$ cat src/rtl/ps2_line_sequencer.sv
// PS/2 scancode line editor: strips F0/E0 prefixes, builds a line of ASCII
// characters (with backspace) and streams the committed line out on Enter.
//
// state   | meaning
// --------+-------------------------------------------------------------
// COLLECT | editing the line buffer from incoming make codes
// DRAIN   | streaming buf[0..line_len-1] out, new make codes dropped

// Scancode set 2 make code to uppercase ASCII; 0x20 marks "no mapping".
module scan_to_ascii (
   input  logic [7:0] code,
   output logic [7:0] ascii
);

   // Letters and digits only; everything else reports 0x20
   always_comb begin
      ascii = 8'h20;
      case (code)
         8'h1C: ascii = "A";
         8'h32: ascii = "B";
         8'h21: ascii = "C";
         8'h23: ascii = "D";
         8'h24: ascii = "E";
         8'h2B: ascii = "F";
         8'h34: ascii = "G";
         8'h33: ascii = "H";
         8'h43: ascii = "I";
         8'h3B: ascii = "J";
         8'h42: ascii = "K";
         8'h4B: ascii = "L";
         8'h3A: ascii = "M";
         8'h31: ascii = "N";
         8'h44: ascii = "O";
         8'h4D: ascii = "P";
         8'h15: ascii = "Q";
         8'h2D: ascii = "R";
         8'h1B: ascii = "S";
         8'h2C: ascii = "T";
         8'h3C: ascii = "U";
         8'h2A: ascii = "V";
         8'h1D: ascii = "W";
         8'h22: ascii = "X";
         8'h35: ascii = "Y";
         8'h1A: ascii = "Z";
         8'h45: ascii = "0";
         8'h16: ascii = "1";
         8'h1E: ascii = "2";
         8'h26: ascii = "3";
         8'h25: ascii = "4";
         8'h2E: ascii = "5";
         8'h36: ascii = "6";
         8'h3D: ascii = "7";
         8'h3E: ascii = "8";
         8'h46: ascii = "9";
         default: ascii = 8'h20;
      endcase
   end

endmodule

module ps2_line_sequencer #(
   parameter int DEPTH = 16,
   parameter int LW    = $clog2(DEPTH + 1)
) (
   input  logic          clk,
   input  logic          rst,
   input  logic          code_valid,
   input  logic [7:0]    code,
   output logic          out_valid,
   input  logic          out_ready,
   output logic [7:0]    out_char,
   output logic          out_last,
   output logic [LW-1:0] line_len,
   output logic          busy,
   output logic          overflow
);

   localparam int IW = (DEPTH > 1) ? $clog2(DEPTH) : 1;
   localparam logic [LW-1:0] FULL = LW'(DEPTH);

   typedef enum logic {COLLECT, DRAIN} state_t;

   state_t        state;
   logic          brk;
   logic          ext;
   logic [IW-1:0] rd;
   logic [IW-1:0] rd_inc;
   logic [7:0]    mem [DEPTH];
   logic [7:0]    map_char;
   logic [7:0]    append_char;
   logic          make_ok;
   logic          do_append;

   scan_to_ascii u_map (
      .code  (code),
      .ascii (map_char)
   );

   // Classify the current byte: an unprefixed make code seen while collecting
   always_comb begin
      make_ok     = code_valid && (code != 8'hE0) && (code != 8'hF0)
                    && !brk && !ext && (state == COLLECT);
      append_char = (code == 8'h29) ? 8'h20 : map_char;
      do_append   = make_ok && (code != 8'h5A) && (code != 8'h66)
                    && ((code == 8'h29) || (map_char != 8'h20));
      rd_inc      = rd + IW'(1);
   end

   // Prefix tracking, line editing and drain handshake
   always_ff @(posedge clk) begin
      if (rst) begin
         state     <= COLLECT;
         brk       <= 1'b0;
         ext       <= 1'b0;
         line_len  <= '0;
         rd        <= '0;
         out_valid <= 1'b0;
         out_last  <= 1'b0;
         out_char  <= 8'h00;
         busy      <= 1'b0;
         overflow  <= 1'b0;
      end else begin
         // prefixes are tracked in both states so a break sequence split
         // across a drain boundary is still swallowed correctly
         if (code_valid) begin
            if (code == 8'hE0) begin
               ext <= 1'b1;
            end else if (code == 8'hF0) begin
               brk <= 1'b1;
            end else begin
               brk <= 1'b0;
               ext <= 1'b0;
            end
         end

         case (state)
            COLLECT: begin
               if (make_ok && code == 8'h5A) begin
                  if (line_len != '0) begin
                     state     <= DRAIN;
                     rd        <= '0;
                     out_valid <= 1'b1;
                     out_char  <= mem[0];
                     out_last  <= (line_len == LW'(1));
                     busy      <= 1'b1;
                  end
               end else if (make_ok && code == 8'h66) begin
                  if (line_len != '0) begin
                     line_len <= line_len - LW'(1);
                  end
               end else if (do_append) begin
                  if (line_len == FULL) begin
                     overflow <= 1'b1;
                  end else begin
                     mem[line_len[IW-1:0]] <= append_char;
                     line_len              <= line_len + LW'(1);
                  end
               end
            end

            DRAIN: begin
               if (out_ready) begin
                  if (out_last) begin
                     state     <= COLLECT;
                     line_len  <= '0;
                     rd        <= '0;
                     out_valid <= 1'b0;
                     out_last  <= 1'b0;
                     out_char  <= 8'h00;
                     busy      <= 1'b0;
                     overflow  <= 1'b0;
                  end else begin
                     rd       <= rd_inc;
                     out_char <= mem[rd_inc];
                     out_last <= (LW'(rd_inc) == (line_len - LW'(1)));
                  end
               end
            end

            default: state <= COLLECT;
         endcase
      end
   end

endmodule

$ cat config.mk
export PLATFORM = sky130hd
export DESIGN_NAME = ps2_line_sequencer
export DESIGN_NICKNAME = d
export VERILOG_FILES = /design/src/rtl/ps2_line_sequencer.sv
export SDC_FILE = /design/constraint.sdc
export NUM_CORES = 1
export LEC_CHECK = 0
export CAP_MARGIN = 10
export CORE_MARGIN = 5
export CORE_UTILIZATION = 61
export CTS_CLUSTER_DIAMETER = 100
export DETAILED_ROUTE_END_ITERATION = 10
export GPL_TIMING_DRIVEN = 0
export PLACE_DENSITY = 0.8
export SYNTH_ARGS = -nofsm -noshare
export SYNTH_HDL_FRONTEND = slang
export SYNTH_SLANG_ARGS = --single-unit
$ cat constraint.sdc
create_clock -name clk -period 3.9 [get_ports clk]
set_input_delay 0.39 -clock clk [delete_from_list [all_inputs] [get_ports clk]]
set_output_delay 0.39 -clock clk [all_outputs]
set_load 0.02 [all_outputs]
==> results.md <==
* Final Skew at 0.00918 ns
* Die width at 115 µm
* Die height at 115 µm
* Share of layout cells above drive strength 1 at 0.213
* Overflow after GRT at 0
* Leak at 2.56 nW
* Initial antenna violation count at 0
* Launching element type of the critical path: primary input
* Root Buffer: clkbuf_8
* Share of the synthesized area in the top cell type at 0.502
* Simple-gate share of the synthesized area at 0.139
* CTS tree: yes
* Synth top area cells: edfxtp_1, mux4_2, dfxtp_1
* Routed len/inst at 23.7 µm
* RSZ-0062 raised after global routing: yes
* VDD IR max at 0.000388 V
* H-tree depth at 4
* Power density cells at 429 nW/µm²
* Synth unique cells at 71
* Flops & latches, synth at 134
* Arrival @ worst endpoint at 3.98 ns
* Wirelength, routed at 16,600 µm
* Starting density of the core at 0.620
* Status: completed
* Vias per std cell at 6.65
* Inserted Clock Buffers at 17
* I/O Pins at 29
* Core area at 10,800 µm²
* Gp weighted congestion at 0.909
* Adder-cell share of the synthesized area at 0.0224
* Slew @ Worst Pin at 1.23 ns
* Fin crit share at 0.974
* Hold buffer count at CTS at 0
* Largest net degree at the start of global routing at 18
* EDFF count, synth at 112
* Clk slew on worst S/H paths at 0.06 ns
* # diodes at 0
* Final #Nets at 572
* Setup WS post-layout at 0.100 ns
* Slew Viols, Final at 0
* Post-DRT Antenna Nets at 0
* GRT Util Overall at 0.264
* Placed inst area at 7130 µm²
* Register area share after synthesis at 0.568
* Largest family of logic cells by synthesized area: simple AND/OR/NAND/NOR gates
* Mapped Avg Cell Area at 13.4 µm²
* Clock period minus worst slack at 3.80 ns
* Placement Setup Slack at -1.11 ns
* Final setup viols at 0
* Global-route wire length before repair at 25,800 µm
* Hpwl dp at 11,300 µm
* Mapped cell area at 6700 µm²
* Ys flop type: edfxtp_1
* CP max FO at 10
* Worst skew pair latency at 0.52 ns
* Post-synthesis xor/xnor area fraction at 0.0105
* Vias in the first global route at 4,555
* Slew Limit Headroom at 0.177
* Hold crit path type: primary input to register
* IO buf count at 25
* DRT Pass-1 Iters at 5
* Total vias in the final route at 4,655
* Final Hold Viols at 0
* Async set-reset flop share out of synthesis at 0
* 1st-iter DRT viols at 488
* Fillers at 678
* CTS max path bufs at 2
* Post-synthesis mux area share at 0.138
* Cell taking the most area after synthesis: edfxtp_1
* YS warnings at 0
* Worst EP required at 4.08 ns
* Post-Syn Instances at 500
* Post-route cell area at 7860 µm²
* Post-Syn Nets at 524
* Most common cell after layout, fill and taps aside: edfxtp_1
* CTS Sinks at 134
* Area of the die at 13,200 µm²
* Max Cap Violations at 0
* Crit Path Class: primary input to register
* DRC viols at 0
* Row count at 38
* Syn-to-layout area delta at 17.4%
* Most frequent cells in the layout: edfxtp_1, nand2_1, mux4_2
* Worst Setup End Kind: register
* Compound-gate portion of the synthesized area at 0.0893
* Max Freq at 263 MHz
timing repair:
item	4_1_cts	5_1_grt
resized for setup	11	15
endpoints found under the setup margin	112	112
setup buffers	1	3
gates cloned	0	0
pin swaps	1	3
final timing paths:
path	from	endpoint	slack [ns]	cells after the start
max	code[1]	mem[13][2]	0.10	13
min	code[6]	ext	0.43	4
max reg2reg	rd[0]	out_char[2]	0.43	7
min reg2reg	ext	ext	0.48	2
logic make-up after synthesis:
| group | count (synthesis) |
|---|---|
| other | 1 |
| muxes | 47 |
| and+or+nand+nor | 176 |
| adders and majority gates | 12 |
| DFF | 134 |
| xor gates and xnor gates | 8 |
| buffers and inverters | 44 |
| AOI/OAI and AO/OA | 78 |
final cells by class:
| class | count | area (µm²) | area share |
|---|---|---|---|
| sequential | 134 | 3800 | 0.484 |
| multi-input combinational | 322 | 2790 | 0.355 |
| clock buffer | 18 | 418 | 0.0532 |
| timing repair buffer | 29 | 318 | 0.0404 |
| tap | 140 | 175 | 0.0223 |
| buffer | 33 | 171 | 0.0218 |
| clock inverter | 13 | 145 | 0.0185 |
| inverter | 11 | 41.3 | 0.00525 |
critical path, stage by stage:
cell             delay (ns)
clkdlybuf4s50_1        0.46
buf_6                  0.17
inv_1                  0.15
ha_1                   0.19
buf_6                  0.13
mux2i_1                0.10
a2111oi_2              0.50
o21ai_0                0.22
o21bai_1               0.23
and4b_1                0.27
a2111oi_4              0.47
nand2_2                0.26
nor2_2                 0.43
registers in the layout (all words and copies together), names as in the netlist:
register  flops
brk           1
out_last      1
ext           1
out_char      7
state         1
overflow      1
busy          1
rd            4
mem         112
line_len      5
routing by layer:
layer	part of all wire	wire length (µm)	up-vias	track usage
li1	-	-	2057	-
met2	0.50	8320	228	0.427
met4	0.025	418	0	0.0853
met3	0.067	1120	34	0.0595
met1	0.41	6760	2336	0.361
met5	0	0	-	0
cell usage after synthesis, types with 4 or more instances:
cell type and count:
buf_2 8, a21oi_1 18, nor2_1 41, edfxtp_1 112, a221oi_1 7, mux2i_1 9, dfxtp_1 22, buf_1 5
clkbuf_1 13, ha_1 12, buf_4 4, nand2_2 4, mux4_2 36, nand2b_1 12, nand2_1 36, o21ai_0 11
nand3_1 14, xnor2_1 6, a211oi_1 8, nor3b_1 6, nor2b_1 8, nor3_1 19, inv_1 11, or3_1 7
nor4_1 4
power by group:
group          internal, mW  switching, mW
registers              1.56         0.0101
clock network         0.914          0.630
logic                0.0977          0.165
per-stage QoR:
| stage | power, mW | std cells | hold WS, ns | util | setup TNS, ns |
|---|---|---|---|---|---|
| after floorplan | 1.77 | 500 | 0.438 | - | 0 |
| after global placement | 1.85 | 665 | 0.455 | 0.660 | -108.40 |
| final | 3.38 | 700 | 0.427 | 0.728 | 0 |
| after CTS | 3.37 | 697 | 0.402 | 0.717 | -1.87 |
| after global routing | 3.47 | 700 | 0.456 | 0.728 | -3.21 |
| after detailed placement | 1.85 | 665 | 0.461 | 0.660 | -115.97 |
Power figures use the tool's default switching activity.
